### src/rtl/input_cond_pkg.sv
// Shared FSM state type, default timing constants and helpers for input_conditioner.
// LONG_HELD exists only when INPUT_COND_LONG_PRESS_EN is defined.
package input_cond_pkg;

  localparam int DEFAULT_DEBOUNCE_CYCLES   = 1250000;
  localparam int DEFAULT_LONG_PRESS_CYCLES = 125000000;
  localparam int HOLD_CNT_W                = 32;

  typedef enum logic [1:0] {
    IDLE      = 2'd0,
    PRESSED   = 2'd1
`ifdef INPUT_COND_LONG_PRESS_EN
    ,
    LONG_HELD = 2'd2
`endif
  } btn_state_e;

  function automatic logic [HOLD_CNT_W-1:0] sat_inc(input logic [HOLD_CNT_W-1:0] v);
    return (v == {HOLD_CNT_W{1'b1}}) ? v : v + HOLD_CNT_W'(1);
  endfunction

endpackage

### src/rtl/input_conditioner_if.sv
// Raw button/switch inputs and conditioned outputs of input_conditioner.
// master drives the raw pins, slave is the conditioner itself.
interface input_conditioner_if;

  logic       btn;
  logic [1:0] switches;
  logic [1:0] sw_stable;
  logic       sw_changed;
  logic       btn_short;
  logic       btn_long;
  logic       cnt_en;
  logic       cnt_rst;

  modport master (
    output btn, switches,
    input  sw_stable, sw_changed, btn_short, btn_long, cnt_en, cnt_rst
  );

  modport slave (
    input  btn, switches,
    output sw_stable, sw_changed, btn_short, btn_long, cnt_en, cnt_rst
  );

endinterface

### src/rtl/debounce_filter.sv
// Two-flop synchronizer followed by a stable-count debouncer for one raw input.
// dout only follows din after DEBOUNCE_CYCLES consecutive differing synchronized samples.
module debounce_filter
  import input_cond_pkg::*;
#(
  parameter int DEBOUNCE_CYCLES = DEFAULT_DEBOUNCE_CYCLES
) (
  input  logic clk,
  input  logic rst_n,
  input  logic din,
  output logic dout
);

  localparam int              CNT_W    = (DEBOUNCE_CYCLES > 1) ? $clog2(DEBOUNCE_CYCLES) : 1;
  localparam logic [CNT_W-1:0] CNT_LAST = CNT_W'(DEBOUNCE_CYCLES - 1);

  logic [1:0]       sync_q;
  logic [CNT_W-1:0] cnt_q, cnt_d;
  logic             stable_q, stable_d;

  // metastability guard on the asynchronous pin
  always_ff @(posedge clk or negedge rst_n) begin
    if (!rst_n) begin
      sync_q <= 2'b00;
    end else begin
      sync_q <= {sync_q[0], din};
    end
  end

  always_comb begin
    cnt_d    = cnt_q;
    stable_d = stable_q;
    if (sync_q[1] == stable_q) begin
      cnt_d = {CNT_W{1'b0}};
    end else if (cnt_q == CNT_LAST) begin
      stable_d = sync_q[1];
      cnt_d    = {CNT_W{1'b0}};
    end else begin
      cnt_d = cnt_q + CNT_W'(1);
    end
  end

  always_ff @(posedge clk or negedge rst_n) begin
    if (!rst_n) begin
      cnt_q    <= {CNT_W{1'b0}};
      stable_q <= 1'b0;
    end else begin
      cnt_q    <= cnt_d;
      stable_q <= stable_d;
    end
  end

  assign dout = stable_q;

endmodule

### src/rtl/input_conditioner.sv
// Debounced button short/long-press decoder and switch-change detector driving a counter enable/clear.
// Long-press detection is compiled in with INPUT_COND_LONG_PRESS_EN; without it every release is a short press.
module input_conditioner
  import input_cond_pkg::*;
#(
  parameter int DEBOUNCE_CYCLES   = DEFAULT_DEBOUNCE_CYCLES,
  parameter int LONG_PRESS_CYCLES = DEFAULT_LONG_PRESS_CYCLES
) (
  input  logic               clk,
  input  logic               rst_n,
  input_conditioner_if.slave io
);

  logic       btn_db_s;
  logic [1:0] sw_db_s;

  debounce_filter #(.DEBOUNCE_CYCLES(DEBOUNCE_CYCLES)) u_btn_db (
    .clk(clk), .rst_n(rst_n), .din(io.btn), .dout(btn_db_s)
  );
  debounce_filter #(.DEBOUNCE_CYCLES(DEBOUNCE_CYCLES)) u_sw0_db (
    .clk(clk), .rst_n(rst_n), .din(io.switches[0]), .dout(sw_db_s[0])
  );
  debounce_filter #(.DEBOUNCE_CYCLES(DEBOUNCE_CYCLES)) u_sw1_db (
    .clk(clk), .rst_n(rst_n), .din(io.switches[1]), .dout(sw_db_s[1])
  );

  btn_state_e state_q, state_d;
  logic       btn_short_q, btn_short_d;
  logic       btn_long_q, btn_long_d;
  logic       cnt_en_q, cnt_en_d;
  logic       cnt_rst_q, cnt_rst_d;
  logic       sw_changed_q, sw_changed_d;
  logic [1:0] sw_prev_q;

`ifdef INPUT_COND_LONG_PRESS_EN
  localparam logic [HOLD_CNT_W-1:0] HOLD_LAST = HOLD_CNT_W'(LONG_PRESS_CYCLES - 1);
  logic [HOLD_CNT_W-1:0] hold_q, hold_d;
`else
  logic unused_long_s;
  assign unused_long_s = ^HOLD_CNT_W'(LONG_PRESS_CYCLES);
`endif

  // Switch changes never touch cnt_en/cnt_rst, so a coinciding long press always wins.
  assign sw_changed_d = (sw_db_s != sw_prev_q);

  always_comb begin
    state_d     = state_q;
    btn_short_d = 1'b0;
    btn_long_d  = 1'b0;
    cnt_rst_d   = 1'b0;
    cnt_en_d    = cnt_en_q;
`ifdef INPUT_COND_LONG_PRESS_EN
    hold_d      = hold_q;
`endif
    case (state_q)
      IDLE: begin
        if (btn_db_s) begin
          state_d = PRESSED;
`ifdef INPUT_COND_LONG_PRESS_EN
          hold_d  = {HOLD_CNT_W{1'b0}};
`endif
        end else begin
          state_d = IDLE;
        end
      end
      PRESSED: begin
`ifdef INPUT_COND_LONG_PRESS_EN
        if (hold_q == HOLD_LAST) begin
          state_d    = LONG_HELD;
          btn_long_d = 1'b1;
          cnt_rst_d  = 1'b1;
          cnt_en_d   = 1'b0;
        end else if (!btn_db_s) begin
          state_d     = IDLE;
          btn_short_d = 1'b1;
          cnt_en_d    = ~cnt_en_q;
        end else begin
          hold_d = sat_inc(hold_q);
        end
`else
        if (!btn_db_s) begin
          state_d     = IDLE;
          btn_short_d = 1'b1;
          cnt_en_d    = ~cnt_en_q;
        end else begin
          state_d = PRESSED;
        end
`endif
      end
`ifdef INPUT_COND_LONG_PRESS_EN
      LONG_HELD: begin
        if (!btn_db_s) begin
          state_d = IDLE;
        end else begin
          state_d = LONG_HELD;
        end
      end
`endif
      default: begin
        state_d = IDLE;
      end
    endcase
  end

  // state, hold counter and registered pulse/level outputs
  always_ff @(posedge clk or negedge rst_n) begin
    if (!rst_n) begin
      state_q      <= IDLE;
      btn_short_q  <= 1'b0;
      btn_long_q   <= 1'b0;
      cnt_en_q     <= 1'b0;
      cnt_rst_q    <= 1'b0;
      sw_changed_q <= 1'b0;
      sw_prev_q    <= 2'b00;
`ifdef INPUT_COND_LONG_PRESS_EN
      hold_q       <= {HOLD_CNT_W{1'b0}};
`endif
    end else begin
      state_q      <= state_d;
      btn_short_q  <= btn_short_d;
      btn_long_q   <= btn_long_d;
      cnt_en_q     <= cnt_en_d;
      cnt_rst_q    <= cnt_rst_d;
      sw_changed_q <= sw_changed_d;
      sw_prev_q    <= sw_db_s;
`ifdef INPUT_COND_LONG_PRESS_EN
      hold_q       <= hold_d;
`endif
    end
  end

  assign io.sw_stable  = sw_db_s;
  assign io.sw_changed = sw_changed_q;
  assign io.btn_short  = btn_short_q;
  assign io.btn_long   = btn_long_q;
  assign io.cnt_en     = cnt_en_q;
  assign io.cnt_rst    = cnt_rst_q;

endmodule

### src/flat_wrapper.sv
// flat-port wrapper written by rule: the top's interface ports become plain ports
module input_conditioner_flat import input_cond_pkg::*;
#(
  parameter int DEBOUNCE_CYCLES   = DEFAULT_DEBOUNCE_CYCLES,
  parameter int LONG_PRESS_CYCLES = DEFAULT_LONG_PRESS_CYCLES
)
  (clk, rst_n, io_btn, io_switches, io_sw_stable, io_sw_changed, io_btn_short, io_btn_long, io_cnt_en, io_cnt_rst);
  input_conditioner_if io_i ();
  input  logic clk;
  input  logic rst_n;
  input wire logic [$bits(io_i.btn)-1:0] io_btn;
  input wire logic [$bits(io_i.switches)-1:0] io_switches;
  output wire logic [$bits(io_i.sw_stable)-1:0] io_sw_stable;
  output wire logic [$bits(io_i.sw_changed)-1:0] io_sw_changed;
  output wire logic [$bits(io_i.btn_short)-1:0] io_btn_short;
  output wire logic [$bits(io_i.btn_long)-1:0] io_btn_long;
  output wire logic [$bits(io_i.cnt_en)-1:0] io_cnt_en;
  output wire logic [$bits(io_i.cnt_rst)-1:0] io_cnt_rst;
  assign io_i.btn = io_btn;
  assign io_i.switches = io_switches;
  assign io_sw_stable = io_i.sw_stable;
  assign io_sw_changed = io_i.sw_changed;
  assign io_btn_short = io_i.btn_short;
  assign io_btn_long = io_i.btn_long;
  assign io_cnt_en = io_i.cnt_en;
  assign io_cnt_rst = io_i.cnt_rst;
  input_conditioner #(.DEBOUNCE_CYCLES(DEBOUNCE_CYCLES), .LONG_PRESS_CYCLES(LONG_PRESS_CYCLES)) u_core (.clk(clk), .rst_n(rst_n), .io(io_i));
endmodule
### config.mk
export PLATFORM = sky130hd
export DESIGN_NAME = input_conditioner_flat
export DESIGN_NICKNAME = d
export VERILOG_FILES = /design/src/rtl/input_cond_pkg.sv /design/src/rtl/input_conditioner_if.sv /design/src/rtl/debounce_filter.sv /design/src/rtl/input_conditioner.sv /design/src/flat_wrapper.sv
export SDC_FILE = /design/constraint.sdc
export NUM_CORES = 1
export LEC_CHECK = 0
export CAP_MARGIN = 20
export CORE_ASPECT_RATIO = 0.75
export CORE_MARGIN = 2
export CORE_UTILIZATION = 40
export CTS_BUF_LIST = sky130_fd_sc_hd__clkbuf_4 sky130_fd_sc_hd__clkbuf_8
export DETAILED_ROUTE_END_ITERATION = 7
export PLACE_DENSITY = 0.59
export SYNTH_ARGS = -nofsm -noshare
export SYNTH_HDL_FRONTEND = slang
export SYNTH_SLANG_ARGS = --single-unit
### constraint.sdc
create_clock -name clk -period 2.47 [get_ports clk]
set_clock_uncertainty 0.15 [all_clocks]
set_input_delay 0.247 -clock clk [delete_from_list [all_inputs] [get_ports clk]]
set_output_delay 0.247 -clock clk [all_outputs]
set_load 0.01 [all_outputs]
==> impl_results.md <==
- # port buffers: 9
- Num rows: 30
- Xor and xnor area share after synthesis: 10.31%
- Leading post-synthesis cells by cell area: dfrtp_1 52%, xnor2_1 5.4%, nor2_1 5.1%
- Family with the most delay on the worst path: simple AND/OR/NAND/NOR gates
- Worst Setup End Kind: flip-flop
- Nets: 394
- Simple-gate share of the synthesized area: 25.57%
- Yosys top cell by area: dfrtp_1
- Area grow syn2layout: 12.01%
- Total wire length after detailed routing: 7047 µm
- DR vias: 2686
- Worst-Margin Slew: 0.5374 ns
- Critical Path AT: 2.35 ns
- Final design utilization: 46.10%
- CTS resizes: 0
- Max_cap viols: 0
- RSZ-0062 raised after global routing: false
- DR pass1 iterations: 4
- Post-synthesis sequential area ratio: 52.21%
- Power Density: 567.1 mW/mm²
- Crit path launch type: flip-flop
- Total track usage: 15.57%
- Cells after Synth: 374
- Synth cell types: 40
- CTS buffer count: 9
- Skew-Pair Late Insertion Delay: 0.35 ns
- Starting Density: 41.16%
- WP data required: 2.61 ns
- Antenna diode count: 0
- Mux share of post-synthesis cell area: 0.9036%
- Die Span X: 115.6 µm
- CTS clock-pin slew for the worst setup and hold paths: 0.08 ns
- WS Path Type: reg2reg
- Flops & latches, synth: 78
- Initial drt markers: 193
- Crit-path max cell delay: 0.69 ns
- Crit path buf inv count: 0
- CTS Buffer Depth: 2
- Placer Congestion: 0.8182
- Leading cell types in the layout, fill and taps excluded: 78 x dfrtp_1, 51 x nor2_1, 26 x nand3_1
- Layout cell share with drive strength beyond 1: 9.719%
- Sum Neg Setup Slack: 0 ns
- First-pass GRT wire length: 12320 µm
- # setup viols final: 0
- Final hold slack: 0.1856 ns
- Largest net degree at the start of global routing: 42
- VDD IR-drop max: 399.2 µV
- Cells after DPL: 502
- Hold Fails Final Rpt: 0
- Vias in the first global route: 2561
- Avg WL per Cell: 13.58 µm
- DIE AREA: 0.01014 mm²
- Largest family of logic cells by synthesized area: simple AND/OR/NAND/NOR gates
- Syn_area_per_cell: 9.996 µm²
- Core area: 0.009084 mm²
- Max-Slew Margin vs Limit: 64.18%
- I/O pin count: 12
- Worst path cell trace: nand3_2 -> or4_1 -> or4_4 -> a21oi_2
- Fin crit share: 89.44%
- CTS H-tree depth: 3
- Synth top area share: 52.21%
- Slew Limit Fails: 0
- Root Driver: clkbuf_8
- Final critical path time including I/O delays and setup: 2.209 ns
- Via density: 5.175
- F_max: 452.7 MHz
- Status: finished, final reports clean
- Synthesized cell area: 0.003739 mm²
- # DRC: 0
- CP max stage cell: or4_1
- # Post-CTS Setup Buffers: 0
- Die Y: 87.73 µm
- Fin cells: 519
- Commonest non-fill, non-tap cell in the layout: dfrtp_1
- Post-DRT Antenna Nets: 0
- HP Class: in2reg
- Synth Area in Adders: 1.004%
- Initial antenna violation count: 0
- TritonCTS clock tree: yes
- Leak pwr: 0.001680 µW
- Synth warnings: 0
- Post-DP HPWL: 4702 µm
- Post-synthesis compound-gate area fraction: 6.593%
- Critical-path maximum fanout: 10
- Clk sinks: 78
- Gr ovfl total: 0
cells by family (layout without fill, tap and decap cells):
logic type | count (synthesis) | count (layout)
compound gates | 41 | 41
buf+inv | 28 | 44
fa+ha+maj | 3 | 3
mux | 3 | 3
flops | 78 | 78
simple gates | 176 | 176
xor+xnor | 44 | 44
other cells | 1 | 2
sequential cells by signal (all words and copies together) (netlist names), 2 cells and up:
register                cells
u_core.u_sw1_db.sync_q      2
u_core.u_sw0_db.sync_q      2
u_core.u_btn_db.cnt_q      21
u_core.u_btn_db.sync_q      2
u_core.u_sw1_db.cnt_q      21
u_core.u_sw0_db.cnt_q      21
u_core.sw_prev_q            2
worst paths after layout:
kind	start	to	slack [ns]	cells after the start
max in group asynchronous	rst_n	u_core.u_sw0_db.cnt_q[17]	1.31	3
worst min register to register	u_core.u_sw0_db.sync_q[0]	u_core.u_sw0_db.sync_q[1]	0.20	0
worst max register to register	u_core.u_sw1_db.cnt_q[8]	u_core.u_sw1_db.cnt_q[19]	0.26	4
worst min-delay path	io_switches[1]	u_core.u_sw1_db.sync_q[0]	0.19	1
min in group asynchronous	rst_n	u_core.u_sw1_db.cnt_q[7]	0.28	2
worst max-delay path	u_core.u_sw1_db.cnt_q[8]	u_core.u_sw1_db.cnt_q[19]	0.26	4
synth_stat cells, drive strengths merged:
cell     number
a21oi        19
a31o          3
and2          5
and3          7
and4          4
and4b         1
buf           7
clkbuf        9
conb          1
dfrtp        78
ha            3
inv          12
mux2          3
nand2        19
nand3        27
nand4        18
nand4b        2
nand4bb       1
nor2         51
nor2b         1
nor3          6
nor3b         2
nor4          8
nor4b         4
o21ai        10
o31ai         9
or2           1
or3           6
or4          12
or4b          1
xnor2        23
xor2         21
where the power goes:
part,internal [µW],total (µW),switching [µW]
sequential,1290,1310,14.4
clock,543,987,443
combinational,26.2,80.8,54.6
worst register-to-register path, cell delays in order, from the launching register on:
cell and delay (ns):
dfrtp_1 0.47, nand3_2 0.11, or4_1 0.69, or4_4 0.58, a21oi_2 0.14
stage by stage:
step	total power, µW	worst slack (ns)	cell area [µm²]
after detailed placement	1415	0.2717	3969
after CTS	2421	0.2511	4188
final	2375	0.2608	4188
after global placement	1413	0.3148	3969
after floorplan	1367	0.3911	3742
after global routing	2493	0.1159	4188
timing repair:
action                                  4_1_cts  5_1_grt
endpoints found under the setup margin        0        0
hold endpoints to repair                     40        0
hold buffers                                  1        0
final cells by class:
type | count | area (µm²)
Fill cell | 876 | 4896
Sequential cell | 78 | 1952
Multi-Input combinational cell | 269 | 1667
Clock buffer | 13 | 166.4
Tap cell | 128 | 160.2
Timing Repair Buffer | 16 | 155.1
Inverter | 12 | 45.04
Clock inverter | 3 | 42.54
routing by layer:
layer | global-route usage [%] | vias up | wire, µm
met2 | 22.38 | 32 | 2969
met1 | 22.32 | 1300 | 3742
met5 | 0 | - | 0
li1 | - | 1342 | -
met4 | 5.736 | 0 | 115
met3 | 4.637 | 12 | 219
(Power assumes the default switching activity.)
==> variant, RTL diff (same flow settings) <==
The option `INPUT_COND_LONG_PRESS_EN` is turned on by a define.
--- a/src/rtl/input_cond_pkg.sv
+++ b/src/rtl/input_cond_pkg.sv
@@ -1,5 +1,7 @@
 // Shared FSM state type, default timing constants and helpers for input_conditioner.
 // LONG_HELD exists only when INPUT_COND_LONG_PRESS_EN is defined.
+`define INPUT_COND_LONG_PRESS_EN
+
 package input_cond_pkg;
 
   localparam int DEFAULT_DEBOUNCE_CYCLES   = 1250000;
Behaviour: same outputs for any inputs over 10 cycles, from zero or initial values and one cycle with rst_n low; that may be too few to reach the edited logic, so the function may still have changed.
==> variant against the original RTL <==
  * Routed wire length up 64%
  * Worst setup slack worse by 0.18 ns
  * Final area up 51%
  * Critical path depth up 3
  * Largest cell class unchanged
  * Sequential cell count up 34
  * Non-clock buffer count up 27
  * Total power up 23%
  * Area after synthesis up 52%
  * Count of clock-buffer cells in the layout down 1
  * Fmax down 7.6%
==> variant: results <==
setup_path:
  cp_slowest_cell: "dfrtp_2"
  cp_max_fo: 15
  max_stage_delay_ns: 0.45
  cp_num_cells: 7
run_status:
  outcome: "finished clean"
power:
  total_power_mw: 2.93
  p_comb_mw: 0.0866
clocking:
  cts.reportedPaths.clkPinSlew_ns: 0.10
  clk_latency_ns: 0.37
drt:
  drtIter0Drc: 298
  wl_met3_um: 496
  wire_per_inst_um: 14.7
  routed-via-count: 4288
global_route:
  grt_use_total_pct: 16.4
  grt_use_met2_pct: 24.0
placement:
  dp_slack_ns: 0.0352
  dp.cells: 768
layout:
  nFillCells: 1310
  drive_gt1_share_pct: 14.1
  buffers: 43
  clkCellAreaFrac_pct: 2.61
  final-nonclk-buf-share_pct: 5.94
  design_area_um2: 6320
  nets: 615
  fin_util_pct: 45.8
timing:
  worstMarginPinSlew_ns: 0.558
yosys:
  ys_ff_latch: 112
==> variant: logic make-up (layout without fill, tap and decap cells) <==
logic type,Yosys count,in the layout,synth area share (%)
AOI/OAI and AO/OA,88,88,11.7
xor gates and xnor gates,60,60,9.26
DFF,112,112,49.4
adders and majority gates,4,4,0.882
and+or+nand+nor,277,277,25.2
muxes,4,4,0.794
buffers and inverters,31,65,2.80
==> variant: path summary, 6_finish.rpt <==
path                                                 from                         to  slack, ns
worst min register to register  u_core.u_btn_db.sync_q[0]  u_core.u_btn_db.sync_q[1]       0.21
max in group asynchronous                           rst_n          u_core.hold_q[12]       1.33
worst max register to register          u_core.hold_q[27]           u_core.hold_q[5]       0.08
worst max-delay path                    u_core.hold_q[27]           u_core.hold_q[5]       0.08
worst min-delay path                       io_switches[0]  u_core.u_sw0_db.sync_q[0]       0.16
min in group asynchronous                           rst_n  u_core.u_sw0_db.sync_q[1]       0.19
